**src/rtl/decode_stage_pkg.sv**
```systemverilog
// Shared RV32I decode constants, ALU operation encoding and the decoded-field bundle
// that the decoder hands to the decode/issue pipeline slot.
package decode_stage_pkg;

  typedef enum logic [3:0] {
    ALU_ADD,
    ALU_SUB,
    ALU_SLL,
    ALU_SLT,
    ALU_SLTU,
    ALU_XOR,
    ALU_SRL,
    ALU_SRA,
    ALU_OR,
    ALU_AND,
    ALU_EQ,
    ALU_NE,
    ALU_PASS
  } alu_op_e;

  localparam logic [6:0] OPC_OP     = 7'b0110011;
  localparam logic [6:0] OPC_OP_IMM = 7'b0010011;
  localparam logic [6:0] OPC_LUI    = 7'b0110111;
  localparam logic [6:0] OPC_AUIPC  = 7'b0010111;
  localparam logic [6:0] OPC_BRANCH = 7'b1100011;

  localparam logic [2:0] F3_ADD  = 3'b000;
  localparam logic [2:0] F3_SLL  = 3'b001;
  localparam logic [2:0] F3_SLT  = 3'b010;
  localparam logic [2:0] F3_SLTU = 3'b011;
  localparam logic [2:0] F3_XOR  = 3'b100;
  localparam logic [2:0] F3_SR   = 3'b101;
  localparam logic [2:0] F3_OR   = 3'b110;
  localparam logic [2:0] F3_AND  = 3'b111;

  localparam logic [2:0] F3_BEQ  = 3'b000;
  localparam logic [2:0] F3_BNE  = 3'b001;
  localparam logic [2:0] F3_BLT  = 3'b100;
  localparam logic [2:0] F3_BGE  = 3'b101;
  localparam logic [2:0] F3_BLTU = 3'b110;
  localparam logic [2:0] F3_BGEU = 3'b111;

  localparam logic [6:0] F7_BASE = 7'b0000000;
  localparam logic [6:0] F7_ALT  = 7'b0100000;

  typedef struct packed {
    logic [31:0] oper1;
    logic [31:0] oper2;
    alu_op_e     sel_op;
    logic [4:0]  rd;
    logic        rd_we;
    logic        branch;
    logic        br_invert;
    logic        illegal;
  } dec_fields_t;

  // alt selects SUB/SRA for the funct3 codes that have an alternate form.
  function automatic alu_op_e f3_to_op(logic [2:0] f3, logic alt);
    alu_op_e op;
    unique case (f3)
      F3_ADD:  op = alt ? ALU_SUB : ALU_ADD;
      F3_SLL:  op = ALU_SLL;
      F3_SLT:  op = ALU_SLT;
      F3_SLTU: op = ALU_SLTU;
      F3_XOR:  op = ALU_XOR;
      F3_SR:   op = alt ? ALU_SRA : ALU_SRL;
      F3_OR:   op = ALU_OR;
      default: op = ALU_AND;
    endcase
    return op;
  endfunction

endpackage

```
**src/rtl/decode_stage_decoder.sv**
```systemverilog
// Combinational RV32I decoder: selects ALU operands and operation for one instruction.
module instr_decoder
  import decode_stage_pkg::*;
(
  input  logic [31:0] instr_i,
  input  logic [31:0] pc_i,
  input  logic [31:0] rs1_data_i,
  input  logic [31:0] rs2_data_i,
  output dec_fields_t dec_o
);

  logic [6:0]  opcode;
  logic [2:0]  funct3;
  logic [6:0]  funct7;
  logic [31:0] imm_i;
  logic [31:0] imm_u;
  logic        is_shift;
  logic        legal;

  assign opcode   = instr_i[6:0];
  assign funct3   = instr_i[14:12];
  assign funct7   = instr_i[31:25];
  assign imm_i    = {{20{instr_i[31]}}, instr_i[31:20]};
  assign imm_u    = {instr_i[31:12], 12'b0};
  assign is_shift = (funct3 == F3_SLL) || (funct3 == F3_SR);

  always_comb begin
    dec_o        = '0;
    dec_o.oper1  = rs1_data_i;
    dec_o.oper2  = rs2_data_i;
    dec_o.sel_op = ALU_PASS;
    dec_o.rd     = instr_i[11:7];
    legal        = 1'b1;

    unique case (opcode)
      OPC_OP: begin
        legal = (funct7 == F7_BASE) ||
                ((funct7 == F7_ALT) && ((funct3 == F3_ADD) || (funct3 == F3_SR)));
        dec_o.sel_op = f3_to_op(funct3, funct7 == F7_ALT);
      end
      OPC_OP_IMM: begin
        dec_o.oper2  = imm_i;
        dec_o.sel_op = f3_to_op(funct3, 1'b0);
        if (is_shift) begin
          // shamt only; upper immediate bits act as funct7
          dec_o.oper2  = {27'b0, instr_i[24:20]};
          legal        = (funct7 == F7_BASE) || ((funct3 == F3_SR) && (funct7 == F7_ALT));
          dec_o.sel_op = f3_to_op(funct3, funct7 == F7_ALT);
        end
      end
      OPC_LUI: begin
        dec_o.oper1 = imm_u;
        dec_o.oper2 = '0;
      end
      OPC_AUIPC: begin
        dec_o.oper1  = pc_i;
        dec_o.oper2  = imm_u;
        dec_o.sel_op = ALU_ADD;
      end
      OPC_BRANCH: begin
        dec_o.branch = 1'b1;
        unique case (funct3)
          F3_BEQ:  dec_o.sel_op = ALU_EQ;
          F3_BNE:  dec_o.sel_op = ALU_NE;
          F3_BLT:  dec_o.sel_op = ALU_SLT;
          F3_BGE:  dec_o.sel_op = ALU_SLT;
          F3_BLTU: dec_o.sel_op = ALU_SLTU;
          F3_BGEU: dec_o.sel_op = ALU_SLTU;
          default: legal = 1'b0;
        endcase
        dec_o.br_invert = (funct3 == F3_BGE) || (funct3 == F3_BGEU);
      end
      default: legal = 1'b0;
    endcase

    dec_o.rd_we = legal && !dec_o.branch && (dec_o.rd != 5'd0);
    if (!legal) begin
      dec_o.illegal   = 1'b1;
      dec_o.sel_op    = ALU_PASS;
      dec_o.rd_we     = 1'b0;
      dec_o.branch    = 1'b0;
      dec_o.br_invert = 1'b0;
    end
  end

endmodule

```
**src/rtl/decode_stage.sv**
```systemverilog
// Decode/issue stage: valid/ready handshake with fetch and a single registered slot
// feeding execute, with backpressure and flush.
module decode_stage
  import decode_stage_pkg::*;
#(
  parameter alu_op_e RESET_PC_OP = ALU_PASS
) (
  input  logic        clk_i,
  input  logic        rst_i,
  input  logic        instr_valid_i,
  output logic        instr_ready_o,
  input  logic [31:0] instr_i,
  input  logic [31:0] pc_i,
  output logic [4:0]  rs1_addr_o,
  output logic [4:0]  rs2_addr_o,
  input  logic [31:0] rs1_data_i,
  input  logic [31:0] rs2_data_i,
  input  logic        flush_i,
  output logic        ex_valid_o,
  input  logic        ex_ready_i,
  output logic [31:0] oper1_o,
  output logic [31:0] oper2_o,
  output alu_op_e     sel_op_o,
  output logic [4:0]  rd_o,
  output logic        rd_we_o,
  output logic        branch_o,
  output logic        br_invert_o,
  output logic        illegal_o
);

  localparam dec_fields_t SlotRst = '{
    oper1: 32'd0, oper2: 32'd0, sel_op: RESET_PC_OP, rd: 5'd0,
    rd_we: 1'b0, branch: 1'b0, br_invert: 1'b0, illegal: 1'b0
  };

  dec_fields_t dec;
  dec_fields_t slot_d, slot_q;
  logic        valid_d, valid_q;
  logic        accept;

  instr_decoder u_decoder (
    .instr_i    (instr_i),
    .pc_i       (pc_i),
    .rs1_data_i (rs1_data_i),
    .rs2_data_i (rs2_data_i),
    .dec_o      (dec)
  );

  assign rs1_addr_o    = instr_i[19:15];
  assign rs2_addr_o    = instr_i[24:20];
  assign instr_ready_o = !valid_q || ex_ready_i;
  assign accept        = instr_valid_i && instr_ready_o && !flush_i;

  always_comb begin
    slot_d  = slot_q;
    valid_d = valid_q;
    if (flush_i) begin
      valid_d = 1'b0;
    end else if (accept) begin
      valid_d = 1'b1;
      slot_d  = dec;
    end else if (ex_ready_i) begin
      valid_d = 1'b0;
    end
  end

  always_ff @(posedge clk_i or posedge rst_i) begin
    if (rst_i) begin
      valid_q <= 1'b0;
      slot_q  <= SlotRst;
    end else begin
      valid_q <= valid_d;
      slot_q  <= slot_d;
    end
  end

  assign ex_valid_o  = valid_q;
  assign oper1_o     = slot_q.oper1;
  assign oper2_o     = slot_q.oper2;
  assign sel_op_o    = slot_q.sel_op;
  assign rd_o        = slot_q.rd;
  assign rd_we_o     = slot_q.rd_we;
  assign branch_o    = slot_q.branch;
  assign br_invert_o = slot_q.br_invert;
  assign illegal_o   = slot_q.illegal;

endmodule

```
**config.mk**
```make
export PLATFORM = sky130hd
export DESIGN_NAME = decode_stage
export DESIGN_NICKNAME = d
export VERILOG_FILES = /design/src/rtl/decode_stage_pkg.sv /design/src/rtl/decode_stage_decoder.sv /design/src/rtl/decode_stage.sv
export SDC_FILE = /design/constraint.sdc
export NUM_CORES = 1
export LEC_CHECK = 0
export ABC_AREA = 1
export ABC_CLOCK_PERIOD_IN_PS = 3600
export CAP_MARGIN = 20
export CORE_MARGIN = 10
export CORE_UTILIZATION = 40
export DETAILED_ROUTE_END_ITERATION = 16
export GPL_TIMING_DRIVEN = 1
export PLACE_DENSITY = 0.81
export RECOVER_POWER = 50
export SLEW_MARGIN = 5
export SYNTH_ARGS = -nofsm -noshare
export SYNTH_HDL_FRONTEND = slang
export SYNTH_SLANG_ARGS = --single-unit
```
**constraint.sdc**
```tcl
create_clock -name clk_i -period 3.6 [get_ports clk_i]
set_clock_uncertainty 0.05 [all_clocks]
set_input_delay 0.9 -clock clk_i [delete_from_list [all_inputs] [get_ports clk_i]]
set_output_delay 0.9 -clock clk_i [all_outputs]
set_load 0.02 [all_outputs]
```
==> flow_summary.ini <==
[synth]
synth-async-reset-ratio = 1.00
synth_area_leaders = dfrtp_1 (45%), nand2_1 (18%), nor2_1 (7.8%)
synth.top_cell.area_share = 0.451
synth_seq_cells = 78
netlist_area_um2 = 4220
post-synth-top-count-cell = nand2_1
synth_area_per_cell_um2 = 7.29
netlist_instances = 579
ys_types = 28
synth_edf_count = 0
synth_top_area_cell = dfrtp_1
synth-main-ff-cell = dfrtp_1
yosysSeqAreaShare = 0.463
synth_common_cells = nand2_1 (203), nor2_1 (88), dfrtp_1 (76)
ys.warnings.count = 0
synth_nets = 712

[pwr]
p_int_uw = 1900
seqPwrFrac = 0.392
ir_drop_uv = 236
p_clk_frac = 0.299
p_switching_uw = 845
pwr_density_cell_nw_per_um2 = 413
p_leak_uw = 0.00290
pwr-share-comb = 0.309
swShare = 0.308

[routing]
drtIter0Drc = 463
wl_per_cell_um = 18.5
dr.pass1.iters = 5
vias_per_cell = 5.15
route.detailed.drc = 0
num_vias = 4717
wirelength_um = 17000
antenna_left = 0

[worst_setup_path]
cp-end-kind = output pin
crit_slowest_cell = clkdlybuf4s50_1
cp_data_arrival_time_ns = 2.18
worstPathRequired_ns = 2.65
crit_type = input port to output pin
critical_path.max_fanout = 3
slowest_delay_ns = 0.62
cp_cell_sequence = dlygate4sd3_1, nor2_1, inv_1, clkdlybuf4s50_1
worst_setup_path_start_kind = input port
cp_top_family = buffers and inverters
cp.buffers_inverters = 3

[global_route]
grt_max_degree = 79
grt-ovfl-total = 0
grt_pass1_vias = 4663
antenna_found_initial = 0
grt_use_total = 0.214
grt_pass1_wl_um = 25500

[clock_tree]
clk_path_buf_depth = 2
clkLatencyLatePin_ns = 0.34
ctsResizeCount = 0
clkTransAtPathRegs_ns = 0.09
ctsHoldBuffers = 0
htreeDepth = 3
numCtsBuffers = 9
post_cts_buffers = 0
cts_root_buffer = clkbuf_8
cts_tree = yes
cts_sinks = 78

[floorplanning]
dieWidth_um = 123
start_util = 0.409
design.portCount = 222
row_count = 37
core_um2 = 10300
die_h_um = 123
die_area_um2 = 15100

[placement]
hpwl_um = 12900
port_buffers = 221
dp.cells = 900
gp_congestion = 0.866
post-place-ws_ns = 0.441

[layout]
drive_gt1_frac = 0.0526
fin_nets = 908
multi_input_area_um2 = 1880
stdcell_count = 916
register_area_um2 = 1950
n_fill_cell = 872
antenna_cells = 0
syn_to_final_growth_pct = 57.3

[sta]
tightest_slew_ns = 2.02
fmax_mhz = 319
final_hold_viol_count = 0
worst_slack_ns = 0.466
fin_crit_ns = 3.13
finalSetupViolations = 0
period_share = 0.871
grt_setup_unrepaired = no
maxSlewViolCount = 79
slew_headroom = -0.344
fin_setup_tns_ns = 0

[run_status]
status = finished, violations left
failed_checks = capacitance limit, slew limit

[job]
cap_violations = 1

[min_path]
hp-class = register to register
==> metrics by stage <==
stage	util	hold WS, ns	power (uW)	cell area [um2]
finish	0.643	0.430	2740	6640
global route	0.643	0.460	2860	6640
CTS	0.645	0.441	2790	6660
detailed placement	0.621	0.418	1970	6410
global placement	0.621	0.413	1950	6410
floorplan	-	0.450	1470	4220
==> logic make-up (layout without fill, tap and decap cells) <==
kind of cell | Yosys count | in the layout | synth area share
AND/OR/NAND/NOR | 326 | 326 | 0.315
buffers and inverters | 74 | 275 | 0.0913
AO/OA/AOI/OAI | 101 | 101 | 0.131
flip-flops | 78 | 78 | 0.463
==> layer usage <==
metal / GRT usage / share of wire / vias up
met1: 0.252 / 0.38 / 2218
met4: 0.0744 / 0.022 / 0
li1: - / - / 2250
met2: 0.365 / 0.50 / 226
met3: 0.0620 / 0.10 / 23
met5: 0 / 0 / -
==> registers in the layout, indices dropped and copies added, names as in the netlist <==
signal,cells
branch_o,1
oper2_o,32
oper1_o,32
rd_we_o,1
br_invert_o,1
ex_valid_o,1
sel_op_o,4
rd_o,5
illegal_o,1
==> path summary, 6_finish.rpt <==
| kind | depth (start not counted) | startpoint | endpoint | slack, ns |
|---|---|---|---|---|
| max in group asynchronous | 3 | rst_i | oper2_o[22] | 0.62 |
| min in group asynchronous | 3 | rst_i | oper2_o[1] | 1.69 |
| worst min-delay path | 2 | rd_o[1] | rd_o[1] | 0.43 |
| worst max register to register | 7 | ex_valid_o | oper1_o[0] | 1.46 |
| worst max-delay path | 4 | ex_ready_i | instr_ready_o | 0.47 |
| worst min register to register | 2 | rd_o[1] | rd_o[1] | 0.43 |
==> worst register-to-register path: cells and delay by family (launching register included) <==
family / cells / cell delay, ns
compound gates: 2 / 0.64
flops: 1 / 0.38
simple gates: 2 / 0.12
buf+inv: 3 / 0.83
==> layout make-up <==
| class | count | share of cell area |
|---|---|---|
| Tap cell | 136 | 0.0256 |
| Timing Repair Buffer | 229 | 0.341 |
| Clock inverter | 5 | 0.0160 |
| Clock buffer | 11 | 0.0213 |
| Multi-Input combinational cell | 427 | 0.284 |
| Inverter | 30 | 0.0175 |
| Sequential cell | 78 | 0.294 |
==> cell usage in the layout, fill, tap and decap left out, types with 10 or more instances in the layout <==
cell / count
nand2_1: 203
clkdlybuf4s50_1: 182
nor2_1: 87
dfrtp_1: 76
a21oi_1: 47
dlygate4sd3_1: 39
a31oi_1: 32
inv_1: 23
nand3_1: 21
o21ai_0: 17
clkbuf_8: 10
==> power groups by stage <==
stage / Combinational (uW) / Sequential [uW] / Clock (uW)
final: 848 / 1070 / 819
after floorplan: 220 / 1250 / 0
after global placement: 865 / 1090 / 0
after global routing: 908 / 1090 / 867
after CTS: 883 / 1080 / 833
after detailed placement: 880 / 1090 / 0
No activity file was read; power rests on OpenSTA's default activity.
